[config.mk]
export PLATFORM = sky130hd
export DESIGN_NAME = icache_direct_flat
export DESIGN_NICKNAME = d
export VERILOG_FILES = /design/src/rtl/icache_pkg.sv /design/src/rtl/icache_direct_if.sv /design/src/rtl/icache_line_array.sv /design/src/rtl/icache_direct.sv /design/src/flat_wrapper.sv
export SDC_FILE = /design/constraint.sdc
export NUM_CORES = 1
export LEC_CHECK = 0
export ABC_AREA = 0
export BUFFER_PORTS_ARGS = -buffer_cell sky130_fd_sc_hd__clkbuf_2
export CORE_MARGIN = 3
export CORE_UTILIZATION = 55
export CTS_CLUSTER_SIZE = 40
export DETAILED_ROUTE_END_ITERATION = 8
export PLACE_DENSITY_LB_ADDON = 0.3
export SKIP_CTS_REPAIR_TIMING = 1
export SLEW_MARGIN = 20
export SYNTH_ARGS = -nofsm -noshare
export SYNTH_HDL_FRONTEND = slang
export SYNTH_SLANG_ARGS = --single-unit
[constraint.sdc]
create_clock -name clk -period 36.5 [get_ports clk]
set_input_delay 5.475 -clock clk [delete_from_list [all_inputs] [get_ports clk]]
set_output_delay 5.475 -clock clk [all_outputs]
set_load 0.01 [all_outputs]
[src/rtl/icache_pkg.sv]
// Shared constants and geometry helpers for the direct-mapped instruction cache.
package icache_pkg;

    localparam logic [0:0] IDLE = 1'b0;
    localparam logic [0:0] FILL = 1'b1;

    localparam int unsigned LINE_W         = 128;
    localparam int unsigned WORD_W         = 32;
    localparam int unsigned WORDS_PER_LINE = 4;

    function automatic int unsigned idx_w(input int unsigned num_lines);
        return $clog2(num_lines);
    endfunction

    // Two low address bits select the word inside a line.
    function automatic int unsigned tag_w(input int unsigned num_lines, input int unsigned addr_w);
        return addr_w - 2 - $clog2(num_lines);
    endfunction

endpackage

[src/rtl/icache_direct_if.sv]
// Fetch-port and line-fill bus of the instruction cache; slave = cache view.
interface icache_direct_if
    import icache_pkg::*;
#(
    parameter int unsigned ADDR_W = 30
);
    logic                proc_read;
    logic                proc_write;
    logic [ADDR_W-1:0]   proc_addr;
    logic [WORD_W-1:0]   proc_wdata;
    logic [WORD_W-1:0]   proc_rdata;
    logic                proc_stall;

    logic                mem_read;
    logic                mem_write;
    logic [ADDR_W-3:0]   mem_addr;
    logic [LINE_W-1:0]   mem_wdata;
    logic [LINE_W-1:0]   mem_rdata;
    logic                mem_ready;

    modport slave (
        input  proc_read, proc_write, proc_addr, proc_wdata, mem_rdata, mem_ready,
        output proc_rdata, proc_stall, mem_read, mem_write, mem_addr, mem_wdata
    );

    modport master (
        output proc_read, proc_write, proc_addr, proc_wdata, mem_rdata, mem_ready,
        input  proc_rdata, proc_stall, mem_read, mem_write, mem_addr, mem_wdata
    );
endinterface

[src/rtl/icache_line_array.sv]
// Valid/tag/data storage: asynchronous read, single synchronous write port.
module icache_line_array
    import icache_pkg::*;
#(
    parameter int unsigned NUM_LINES = 8,
    parameter int unsigned IDX_W     = 3,
    parameter int unsigned TAG_W     = 25
) (
    input  logic              clk,
    input  logic              clr_i,
    input  logic [IDX_W-1:0]  rd_idx_i,
    output logic              rd_valid_o,
    output logic [TAG_W-1:0]  rd_tag_o,
    output logic [LINE_W-1:0] rd_data_o,
    input  logic              wr_en_i,
    input  logic [IDX_W-1:0]  wr_idx_i,
    input  logic [TAG_W-1:0]  wr_tag_i,
    input  logic [LINE_W-1:0] wr_data_i
);

    logic [NUM_LINES-1:0] valid_q;
    logic [TAG_W-1:0]     tag_q  [NUM_LINES];
    logic [LINE_W-1:0]    data_q [NUM_LINES];

    always_ff @(posedge clk) begin
        if (clr_i) begin
            valid_q <= '0;
        end else if (wr_en_i) begin
            valid_q[wr_idx_i] <= 1'b1;
        end
    end

    // Tag and data carry no reset; the valid bit alone qualifies them.
    always_ff @(posedge clk) begin
        if (wr_en_i) begin
            tag_q[wr_idx_i]  <= wr_tag_i;
            data_q[wr_idx_i] <= wr_data_i;
        end
    end

    assign rd_valid_o = valid_q[rd_idx_i];
    assign rd_tag_o   = tag_q[rd_idx_i];
    assign rd_data_o  = data_q[rd_idx_i];

endmodule

[src/rtl/icache_direct.sv]
// Direct-mapped read-only instruction cache: same-cycle hits, one 128-bit line fill per miss.
module icache_direct
    import icache_pkg::*;
#(
    parameter int unsigned NUM_LINES = 8,
    parameter int unsigned ADDR_W    = 30
) (
    input  logic            clk,
    input  logic            rst,
    icache_direct_if.slave  bus
);

    localparam int unsigned IDX_W = idx_w(NUM_LINES);
    localparam int unsigned TAG_W = tag_w(NUM_LINES, ADDR_W);
    localparam int unsigned LA_W  = ADDR_W - 2;

    logic [0:0]        state_q, state_d;
    logic [LA_W-1:0]   miss_addr_q, miss_addr_d;

    logic [IDX_W-1:0]  req_idx;
    logic [TAG_W-1:0]  req_tag;
    logic              rd_valid;
    logic [TAG_W-1:0]  rd_tag;
    logic [LINE_W-1:0] rd_data;
    logic              hit;
    logic              fill_we;

    assign req_idx = bus.proc_addr[IDX_W+1:2];
    assign req_tag = bus.proc_addr[ADDR_W-1:IDX_W+2];

    icache_line_array #(
        .NUM_LINES (NUM_LINES),
        .IDX_W     (IDX_W),
        .TAG_W     (TAG_W)
    ) u_lines (
        .clk        (clk),
        .clr_i      (rst),
        .rd_idx_i   (req_idx),
        .rd_valid_o (rd_valid),
        .rd_tag_o   (rd_tag),
        .rd_data_o  (rd_data),
        .wr_en_i    (fill_we),
        .wr_idx_i   (miss_addr_q[IDX_W-1:0]),
        .wr_tag_i   (miss_addr_q[LA_W-1:IDX_W]),
        .wr_data_i  (bus.mem_rdata)
    );

    assign hit = bus.proc_read & rd_valid & (rd_tag == req_tag);

    always_comb begin
        state_d     = state_q;
        miss_addr_d = miss_addr_q;
        fill_we     = 1'b0;
        if (state_q == IDLE) begin
            if (bus.proc_read && !hit) begin
                miss_addr_d = bus.proc_addr[ADDR_W-1:2];
                state_d     = FILL;
            end
        end else begin
            // The fill always lands in the latched index, even if the fetch address moved on.
            if (bus.mem_ready) begin
                fill_we = ~rst;
                state_d = IDLE;
            end
        end
    end

    always_ff @(posedge clk) begin
        if (rst) begin
            state_q     <= IDLE;
            miss_addr_q <= '0;
        end else begin
            state_q     <= state_d;
            miss_addr_q <= miss_addr_d;
        end
    end

    assign bus.proc_rdata = rd_data[{bus.proc_addr[1:0], 5'd0} +: WORD_W];
    assign bus.proc_stall = ~rst & bus.proc_read & ((state_q == FILL) | ~hit);

    assign bus.mem_read  = (state_q == FILL);
    assign bus.mem_addr  = miss_addr_q;
    assign bus.mem_write = 1'b0;
    assign bus.mem_wdata = '0;

    logic unused_inputs;
    assign unused_inputs = ^{bus.proc_write, bus.proc_wdata};

endmodule

[src/flat_wrapper.sv]
// flat-port wrapper written by rule: the top's interface ports become plain ports
module icache_direct_flat import icache_pkg::*;
#(
    parameter int unsigned NUM_LINES = 8,
    parameter int unsigned ADDR_W    = 30
)
  (clk, rst, bus_proc_read, bus_proc_write, bus_proc_addr, bus_proc_wdata, bus_mem_rdata, bus_mem_ready, bus_proc_rdata, bus_proc_stall, bus_mem_read, bus_mem_write, bus_mem_addr, bus_mem_wdata);
  icache_direct_if #(.ADDR_W(ADDR_W)) bus_i ();
  input  logic clk;
  input  logic rst;
  input wire logic [$bits(bus_i.proc_read)-1:0] bus_proc_read;
  input wire logic [$bits(bus_i.proc_write)-1:0] bus_proc_write;
  input wire logic [$bits(bus_i.proc_addr)-1:0] bus_proc_addr;
  input wire logic [$bits(bus_i.proc_wdata)-1:0] bus_proc_wdata;
  input wire logic [$bits(bus_i.mem_rdata)-1:0] bus_mem_rdata;
  input wire logic [$bits(bus_i.mem_ready)-1:0] bus_mem_ready;
  output wire logic [$bits(bus_i.proc_rdata)-1:0] bus_proc_rdata;
  output wire logic [$bits(bus_i.proc_stall)-1:0] bus_proc_stall;
  output wire logic [$bits(bus_i.mem_read)-1:0] bus_mem_read;
  output wire logic [$bits(bus_i.mem_write)-1:0] bus_mem_write;
  output wire logic [$bits(bus_i.mem_addr)-1:0] bus_mem_addr;
  output wire logic [$bits(bus_i.mem_wdata)-1:0] bus_mem_wdata;
  assign bus_i.proc_read = bus_proc_read;
  assign bus_i.proc_write = bus_proc_write;
  assign bus_i.proc_addr = bus_proc_addr;
  assign bus_i.proc_wdata = bus_proc_wdata;
  assign bus_i.mem_rdata = bus_mem_rdata;
  assign bus_i.mem_ready = bus_mem_ready;
  assign bus_proc_rdata = bus_i.proc_rdata;
  assign bus_proc_stall = bus_i.proc_stall;
  assign bus_mem_read = bus_i.mem_read;
  assign bus_mem_write = bus_i.mem_write;
  assign bus_mem_addr = bus_i.mem_addr;
  assign bus_mem_wdata = bus_i.mem_wdata;
  icache_direct #(.NUM_LINES(NUM_LINES), .ADDR_W(ADDR_W)) u_core (.clk(clk), .rst(rst), .bus(bus_i));
endmodule
==> results by stage <==
Worst setup path:
- The kind of end point of the critical path is an output port.
- The start point of the critical path is bus_proc_addr[4].
- The start-to-end type of the worst setup path is input pin to output port.
- The nature of the critical path startpoint is an input pin.
- At the worst endpoint, the arrival time is 9.64 ns.
- In this run the worst path has a maximum fanout of 54.
- The critical path required time is 31.02 ns.
- The startpoint identified for the worst register-to-register timing path is u_core.bus.mem_read.

Timing:
- Clock skew on the completed layout was measured at 0.0250 ns.
- Setup violations remaining at the end of the flow were counted as 0.
- For the pin with the worst max-slew slack, the measured transition is 1.08 ns.
- The worst hold slack is 0.484 ns.
- In the finished design, the share of the clock period the worst path needs comes to 41.4%.
- The final-report max-slew violation count is 0.
- The achievable frequency is 66.1 MHz.
- Adding up every negative setup slack in the final design gives 0 ns.
- The number of hold violations in the final report is 0.
- Setup repair after global routing left no endpoint under its margin.
- The tightest slew margin relative to the limit is 28.0%.
- The final critical path time including I/O delays and setup is 15.12 ns.

Die:
- The floorplan step defined a die boundary enclosing 0.0927 mm².
- The boundary pin count is 386.
- The total area inside the core boundary comes to 0.0876 mm².
- The die is 304 µm tall.
- After floorplanning, the core was divided into 108 placement rows.
- Once the floorplan was initialized, standard cells occupied 55.9% of the core.
- The die boundary width is 304 µm.

Cells and area:
- The leading cell type in the layout, fill and taps excluded is sky130_fd_sc_hd__edfxtp_1.
- In the final layout, the multi-input gates occupy 0.0106 mm².
- Fill cells in the final layout number 5,858.
- Across the whole layout, storage elements account for 0.0375 mm².
- In the layout the commonest cells are sky130_fd_sc_hd__edfxtp_1, sky130_fd_sc_hd__mux4_2, sky130_fd_sc_hd__clkbuf_2, sky130_fd_sc_hd__conb_1, sky130_fd_sc_hd__clkbuf_16.
- From synthesis to final layout, the design area changed by 12.2%.
- The net count of the finished layout is 2,596.
- In the final layout, the share of cells above drive strength 1 is 33.1%.

Outcome:
- The run finished with clean final reports.

Yosys:
- The synthesized area is 0.0490 mm².
- The number of different library cells used by synthesis comes to 38.
- For this run, the number of Yosys warnings is 0.
- The sequential fraction of the synthesis area is 76.5%.
- By area, the combinational part of the netlist is dominated by multiplexers.
- The mean instance size in the synthesized netlist is 23.0 µm².
- The adder-cell share of the synthesized area is 0%.
- The synthesized-area fraction occupied by ao, oa, aoi and oai cells is 0.414%.
- The register bit total from synthesis is 1,261.
- The xor-xnor portion of the synthesized cell area is 0.322%.
- The fraction of synthesized area in multiplexers is 18.8%.
- The synthesized-area fraction occupied by and/or/nand/nor cells is 0.986%.
- Synthesis handed over a netlist of 2,126 instances.

Run:
- Across the run, the number of max-cap violations was 0.

GRT:
- Entering global routing, the biggest net connects 115 pins.
- The global routing's busiest layer is met2.
- The number of global-route vias before repair is 23,000.
- Across every metal layer, demand over resource in global routing totals 21.7%.
- The met3 track utilization from global routing is 4.87%.
- The total grt overflow is 0.
- The initial antenna violation count is 17.
- The global-route met1 utilization is 27.8%.
- The fraction of met2 tracks used by global routing is 37.7%.
- The global-route wire length before repair is 149,000 µm.

Min path:
- The worst hold path startpoint is u_core.u_lines.valid_q[7].
- The class of the tightest hold or removal check is flip-flop to flip-flop.

Placement:
- Routability-driven placement finished with a final weighted congestion of 0.744.
- After legalization and detailed placement, the total HPWL measured 54,500 µm.
- Buffers placed on the I/O ports in this run total 223.

Clock tree:
- For the worst-skew pair, the clock arrives at the later sink with an insertion delay of 0.71 ns.
- The CTS root buffer is sky130_fd_sc_hd__clkbuf_16.
- The number of clock buffers added by TritonCTS is 120.
- The number of buffers on the longest clock path is 3.
- Clock-pin slew was measured on the worst setup and hold paths at 0.06 ns.
- The CTS tree is built.
- The count of H-tree levels built during CTS is 3.
- The clock drives 1,261 sinks.

Pwr:
- In this run the static leakage power is 17.9 nW.
- The worst-case IR drop observed on VDD is 0.0467 mV.
- The power per standard cell area is 54.2 mW/mm².

Routing:
- The count of antenna-violating nets left after detailed routing is 0.
- The detailed router finished its first iteration with 1,846 violations.
- The final layout contains routed wiring with a total length of 100,000 µm.
- For this block, the via count after detailed routing is 21,700.
- The detailed-routing iteration count for the pre-antenna-repair pass is 5.
- The post-detailed-route DRC marker count is 0.
- The mean number of vias per cell is 5.91.
- In the final routed layout, each cell accounts on average for 27.4 µm.
-- final timing paths --
kind                            cells after the start  slack [ns]                            end
worst max-delay path                               11       21.38                 bus_proc_stall
worst min-delay path                                2        0.48      u_core.u_lines.valid_q[7]
worst max register to register                      5       32.54  u_core.u_lines.data_q[3][107]
worst min register to register                      2        0.48      u_core.u_lines.valid_q[7]
-- layout make-up --
cell class                      count  area share [%]
Antenna cell                        8          0.0364
Clock buffer                      153            5.84
Clock inverter                     75            1.40
Inverter                            2          0.0137
Multi-Input combinational cell    759            19.2
Sequential cell                  1261            68.2
Tap cell                         1155            2.63
Timing Repair Buffer              257            2.62
-- per-stage QoR --
step                      utilization (%)  total power [mW]  setup slack (ns)  instance area, µm²  instances
after floorplan                         -              1.74             19.31               49500       2254
after global placement               58.2              1.78             21.34               51000       3434
after detailed placement             58.2              1.78             21.33               51000       3434
after CTS                            62.7              3.01             21.33               54900       3662
after global routing                 62.8              3.07             21.06               54900       3665
final                                62.8              2.98             21.38               55000       3670
-- power by group --
part           internal (mW)  switching [mW]  total (mW)
registers               1.60         0.00688        1.60
logic                 0.0634          0.0833       0.147
clock network          0.709           0.518        1.23
total                   2.37           0.608        2.98
-- cell families after synthesis --
family / count (synthesis)
flip-flops: 1261
multiplexers: 474
buffers and inverters: 234
AND/OR/NAND/NOR: 111
AO/OA/AOI/OAI: 27
XOR/XNOR: 18
other: 1
-- flip-flops by register name, summed over array words and instances (netlist names) --
name,count
u_core.u_lines.valid_q,8
u_core.bus.mem_addr,28
u_core.bus.mem_read,1
u_core.u_lines.data_q,1024
u_core.u_lines.tag_q,200
-- cells in the mapped netlist, drive strengths merged --
cell	number	share of area [%]
o2111ai	1	0.018
mux2	33	0.76
mux4	352	16
a21oi	2	0.020
buf	181	2.6
nand4b	1	0.018
nand2b	2	0.026
or4	2	0.031
nor3	2	0.020
and4	1	0.018
and2	1	0.013
o211ai	2	0.031
a22o	9	0.16
a31oi	1	0.013
o21a	1	0.015
xor2	18	0.32
and3	2	0.026
clkbuf	51	0.39
nor2	24	0.18
edfxtp	1224	75
o21ai	4	0.041
o311a	1	0.020
mux2i	89	1.8
inv	2	0.015
a22oi	5	0.077
dfxtp	37	1.5
nand2	62	0.48
nor3b	1	0.015
nor2b	2	0.026
nand3	2	0.020
nand4	3	0.038
conb	1	0.0077
or3	5	0.064
a221oi	1	0.018
nor4	1	0.013
-- critical path: stages --
cell and delay (ns):
sky130_fd_sc_hd__clkbuf_8 0.50, sky130_fd_sc_hd__buf_4 0.82, sky130_fd_sc_hd__buf_4 0.80, sky130_fd_sc_hd__mux4_2 0.44
sky130_fd_sc_hd__mux2i_1 0.20, sky130_fd_sc_hd__xor2_1 0.18, sky130_fd_sc_hd__nand4_1 0.17, sky130_fd_sc_hd__or3_1 0.38
sky130_fd_sc_hd__nor4_1 0.23, sky130_fd_sc_hd__nor3b_1 0.10, sky130_fd_sc_hd__clkbuf_2 0.14
-- per-layer routing --
metal | routed length (µm) | vias to the layer above
met5 | 88 | -
met4 | 2420 | 14
met3 | 6780 | 168
met2 | 53000 | 717
met1 | 38100 | 11500
li1 | - | 9249
Power figures use the tool's default switching activity.
